<file path="src/rtl/seq_divider.sv">
// Multi-cycle unsigned radix-2 restoring divider; responder end of the Busy/Ready divide handshake.
// Optional round-to-nearest quotient stage is enabled by defining DIVIDER_ROUNDING_EN.
module seq_divider #(
    parameter int WIDTH = 16,
    parameter int CNT_W = 5
) (
    input  logic             clk,
    input  logic             rst,
    input  logic             start,
    input  logic [WIDTH-1:0] dividend,
    input  logic [WIDTH-1:0] divisor,
    output logic [WIDTH-1:0] quotient,
    output logic [WIDTH-1:0] remainder,
    output logic             Busy,
    output logic             Ready,
    output logic             div_zero,
    output logic [1:0]       dbg_state
);

    // Handshake: start is accepted on an edge where Busy is low (IDLE or DONE) and the operands
    // are latched on that edge; Busy stays high until results are written, and Ready is high
    // for exactly the one cycle in which the new results first appear. start while Busy is dropped.
    typedef enum logic [1:0] {
        IDLE  = 2'd0,
        CALC  = 2'd1,
`ifdef DIVIDER_ROUNDING_EN
        DONE  = 2'd2,
        ROUND = 2'd3
`else
        DONE  = 2'd2
`endif
    } state_t;

    state_t state, state_nx;

    logic [WIDTH-1:0] q_reg;
    logic [WIDTH-1:0] d_reg;
    logic [WIDTH-1:0] r_reg;
    logic [CNT_W-1:0] cnt;
    logic             dz_reg;

    logic             accept;
    logic             last_step;
    logic [WIDTH:0]   r_shift;
    logic             r_ge;
    logic [WIDTH-1:0] r_nx;
    logic [WIDTH-1:0] q_nx;

    assign accept    = start && ((state == IDLE) || (state == DONE));
    assign last_step = (cnt == CNT_W'(1));

    // The partial remainder never exceeds the divisor after a step, so WIDTH bits hold it;
    // only the shifted trial value needs the extra bit for the comparison.
    assign r_shift = {r_reg, q_reg[WIDTH-1]};
    assign r_ge    = (r_shift >= {1'b0, d_reg});
    assign r_nx    = r_ge ? (r_shift[WIDTH-1:0] - d_reg) : r_shift[WIDTH-1:0];
    assign q_nx    = {q_reg[WIDTH-2:0], r_ge};

`ifdef DIVIDER_ROUNDING_EN
    logic round_up;
    assign round_up = ({r_reg, 1'b0} >= {1'b0, d_reg}) && !dz_reg && (q_reg != '1);
    assign Busy     = (state == CALC) || (state == ROUND);
`else
    assign Busy     = (state == CALC);
`endif
    assign Ready     = (state == DONE);
    assign dbg_state = state;

    always_comb begin
        state_nx = state;
        case (state)
            IDLE: if (start) state_nx = CALC;
            CALC: begin
                if (last_step) begin
`ifdef DIVIDER_ROUNDING_EN
                    state_nx = ROUND;
`else
                    state_nx = DONE;
`endif
                end
            end
`ifdef DIVIDER_ROUNDING_EN
            ROUND: state_nx = DONE;
`endif
            DONE: state_nx = start ? CALC : IDLE;
            default: state_nx = IDLE;
        endcase
    end

    always_ff @(posedge clk) begin
        if (rst) begin
            state     <= IDLE;
            q_reg     <= '0;
            d_reg     <= '0;
            r_reg     <= '0;
            cnt       <= '0;
            dz_reg    <= 1'b0;
            quotient  <= '0;
            remainder <= '0;
            div_zero  <= 1'b0;
        end else begin
            state <= state_nx;
            if (accept) begin
                q_reg  <= dividend;
                d_reg  <= divisor;
                r_reg  <= '0;
                cnt    <= CNT_W'(WIDTH);
                dz_reg <= (divisor == '0);
            end else if (state == CALC) begin
                q_reg <= q_nx;
                r_reg <= r_nx;
                cnt   <= cnt - 1'b1;
            end
`ifdef DIVIDER_ROUNDING_EN
            if (state == ROUND) begin
                quotient  <= round_up ? (q_reg + 1'b1) : q_reg;
                remainder <= r_reg;
                div_zero  <= dz_reg;
            end
`else
            // A zero divisor needs no special path: every trial subtract succeeds, giving
            // an all-ones quotient with the dividend left in the remainder.
            if ((state == CALC) && last_step) begin
                quotient  <= q_nx;
                remainder <= r_nx;
                div_zero  <= dz_reg;
            end
`endif
        end
    end

endmodule

</file>
<file path="config.mk">
export PLATFORM = sky130hd
export DESIGN_NAME = seq_divider
export DESIGN_NICKNAME = d
export VERILOG_FILES = /design/src/rtl/seq_divider.sv
export SDC_FILE = /design/constraint.sdc
export NUM_CORES = 1
export LEC_CHECK = 0
export CAP_MARGIN = 25
export CORE_ASPECT_RATIO = 0.5
export CORE_MARGIN = 5
export CORE_UTILIZATION = 48
export DETAILED_ROUTE_END_ITERATION = 10
export PLACE_DENSITY_LB_ADDON = 0.05
export REMOVE_ABC_BUFFERS = 1
export SLEW_MARGIN = 20
export SYNTH_ARGS = -nofsm -noshare
export SYNTH_HDL_FRONTEND = slang
export SYNTH_SLANG_ARGS = --single-unit
</file>
<file path="constraint.sdc">
create_clock -name clk -period 2.25 [get_ports clk]
set_input_delay 0.225 -clock clk [delete_from_list [all_inputs] [get_ports clk]]
set_output_delay 0.225 -clock clk [all_outputs]
set_load 0.05 [all_outputs]
</file>
==> metrics.cfg <==
[drt]
route.detailed.vias_per_inst = 5.44
via_count = 4365
drc = 0
wl_per_cell_um = 15.9
ant_nets = 0
detail_route.first_pass.iterations = 4
postRouteWirelength_mm = 12.8
initialDrtViolationCount = 277

[global_routing]
via_count_of_the_first_global_routing_pass = 4034
overflow = 0
grt_antenna_before_repair = 0
groute.layer.met2.usage = 0.343
globalRouteMet1Util = 0.322
grt_use_met3 = 0.0623
gr-usage-all-layers = 0.223
pin_count_of_the_biggest_net_entering_global_routing = 75
grt_first_pass_wirelength_mm = 20.8
globalRoute.busiestLayer = met2

[sta]
clock-skew-final_ps = 6.78
rsz0062_at_grt = yes
final.setup.worst_slack_ps = -102
slew_limit_fails = 0
slew_margin_rel = 0.491
number_of_hold_violations_in_the_final_report = 0
tightestPinTransition_ps = 762
achievable-frequency_ghz = 0.425
setup_viol = 5
shortest_period_the_worst_path_allows_ps = 2350
timing.final.crit_share = 1.05

[outcome]
status = complete, but fails checks
violations = negative setup slack

[logic_synthesis]
synth_sequential_area_ratio = 0.405
post_synth_instance_area_mm2 = 0.00440
yosysWarnings = 0
async_reset_ff_frac = 0
synth_area_per_cell_um2 = 7.86
syn_inst = 560
synth-main-ff-cell = dfxtp_1
synth.lib_cells_used.distinct = 58
synth-seq-cells = 89
synth_edf_count = 0

[layout]
layout.cells.most_common = nand2_1
syn_to_final_growth_pct = 46.2
drive_above_1_share = 0.267
final_cell_mix = nand2_1 (100), dfxtp_1 (73), clkdlybuf4s50_1 (69), buf_4 (69), a21oi_1 (56)
design.final.nets = 735
final_cell_area_mm2 = 0.00643
final_core_utilization = 0.729
finalNonFillerCells = 803
diodes = 0
num-fill-cells = 684

[setup_path]
path_cells = inv_1 -> ha_4 -> nand3_2 -> nor4_2 -> or3_4 -> nand2_2 -> and2_4 -> buf_6 -> buf_12 -> or4_4 -> nand3_2
crit_path_class = reg2reg
crit_path_frequent_cell = nand3_2
critPathCaptureType = register
worstSetupStartpointType = register
critPathSlowestCell = or4_4
max_stage_delay_ps = 470
worstPathRequired_ps = 2530
worst_path_dominant_cell_family = simple AND/OR/NAND/NOR gates
worstPathMaxFanout = 6
cp.buffers_inverters = 3
timing.critical_path.arrival_ps = 2640
rrSetupSlack_ps = -100

[die]
floorplan.core_area_mm2 = 0.00883
floorplan.die.width_um = 145
rows = 24
fp.dieArea_mm2 = 0.0113
floorplan.initialDensity = 0.498
top_level_ports = 72
die-height_um = 77.7

[clock_network]
number_of_h_tree_branching_levels = 3
ctsLongestPathBuffers = 2
cts_made_buffers = 9
clockRootBuffer = clkbuf_16
insertion_delay_ps = 340
total_number_of_clock_tree_sinks = 89
clock_tree_from_tritoncts = built
clkSlewWorstSetupHoldPaths_ps = 70
cts_hold_repair.buffers = 0

[placement]
half_perimeter_wire_length_after_detailed_placement_mm = 8.71
dpl.cell_count = 775
numPortBuffers = 71
dpl_cell_area_mm2 = 0.00562
post-place-ws_ps = -222
globalplace.congestion = 0.907

[hold_path]
hold_class = in2reg

[power]
pwr_density_cell_mw_per_mm2 = 806
total_power_w = 0.00519
power.static_leakage_nw = 2.44
worst_ir_drop_vdd_v = 0.000507

[flow_run]
maxCapViolCount = 0

metal layers:
metal | vias up | part of all wire
met3 | 8 | 0.057
met5 | - | 0
met2 | 119 | 0.44
met4 | 0 | 0.0054
met1 | 2038 | 0.49
li1 | 2200 | -
layout make-up:
type / instances / area [um2] / share of cell area
Inverter: 26 / 97.6 / 0.0152
Tap cell: 117 / 146 / 0.0228
Clock buffer: 10 / 229 / 0.0356
Clock inverter: 6 / 72.6 / 0.0113
Multi-Input combinational cell: 410 / 2780 / 0.432
Timing Repair Buffer: 145 / 1310 / 0.204
Sequential cell: 89 / 1800 / 0.280
timing repair:
item	CTS	global route
setup buffers	7	6
gates resized for setup	49	41
pin swaps	19	22
setup endpoints to repair	32	32
logic make-up after synthesis:
logic type	share of synthesized area
buffers and inverters	0.0566
XOR/XNOR	0.0239
flip-flops	0.405
multiplexers	0.0185
AND/OR/NAND/NOR	0.219
adder cells (fa/ha/maj)	0.0557
AO/OA/AOI/OAI	0.221
per-stage QoR:
stage	hold slack [ps]	setup TNS (ps)
after floorplan	290	-30340
after global placement	441	-2860
after detailed placement	446	-3430
after CTS	398	-130
after global routing	422	-1280
final	386	-321
where the power goes:
part           switching [W]  internal [W]
Combinational       0.000977      0.000931
Sequential         0.0000715       0.00167
Clock               0.000661      0.000877
cell usage after synthesis, types with 9 or more instances:
library cell | n | area (um2)
nand2_1 | 101 | 379
dfxtp_1 | 89 | 1780
a21oi_1 | 65 | 325
nor2_1 | 53 | 199
clkbuf_1 | 29 | 109
inv_1 | 25 | 93.8
o21ai_0 | 22 | 110
ha_1 | 18 | 225
a211oi_1 | 17 | 128
nor3_1 | 14 | 70.1
nand3_1 | 10 | 50.1
a311oi_1 | 9 | 78.8
worst paths after layout:
check | to | from | depth (start not counted)
worst min-delay path | dbg_state[1] | rst | 3
worst max-delay path | remainder[0] | d_reg[12] | 11
worst min register to register | d_reg[3] | d_reg[3] | 2
worst max register to register | remainder[0] | d_reg[12] | 11
worst reg2reg max path: cells and delay by family, from the launching register on:
family	cells	cell delay [ps]
AND/OR/NAND/NOR	7	1350
flip-flops	1	320
buffers and inverters	3	320
adder cells (fa/ha/maj)	1	300
Power figures use the tool's default switching activity.
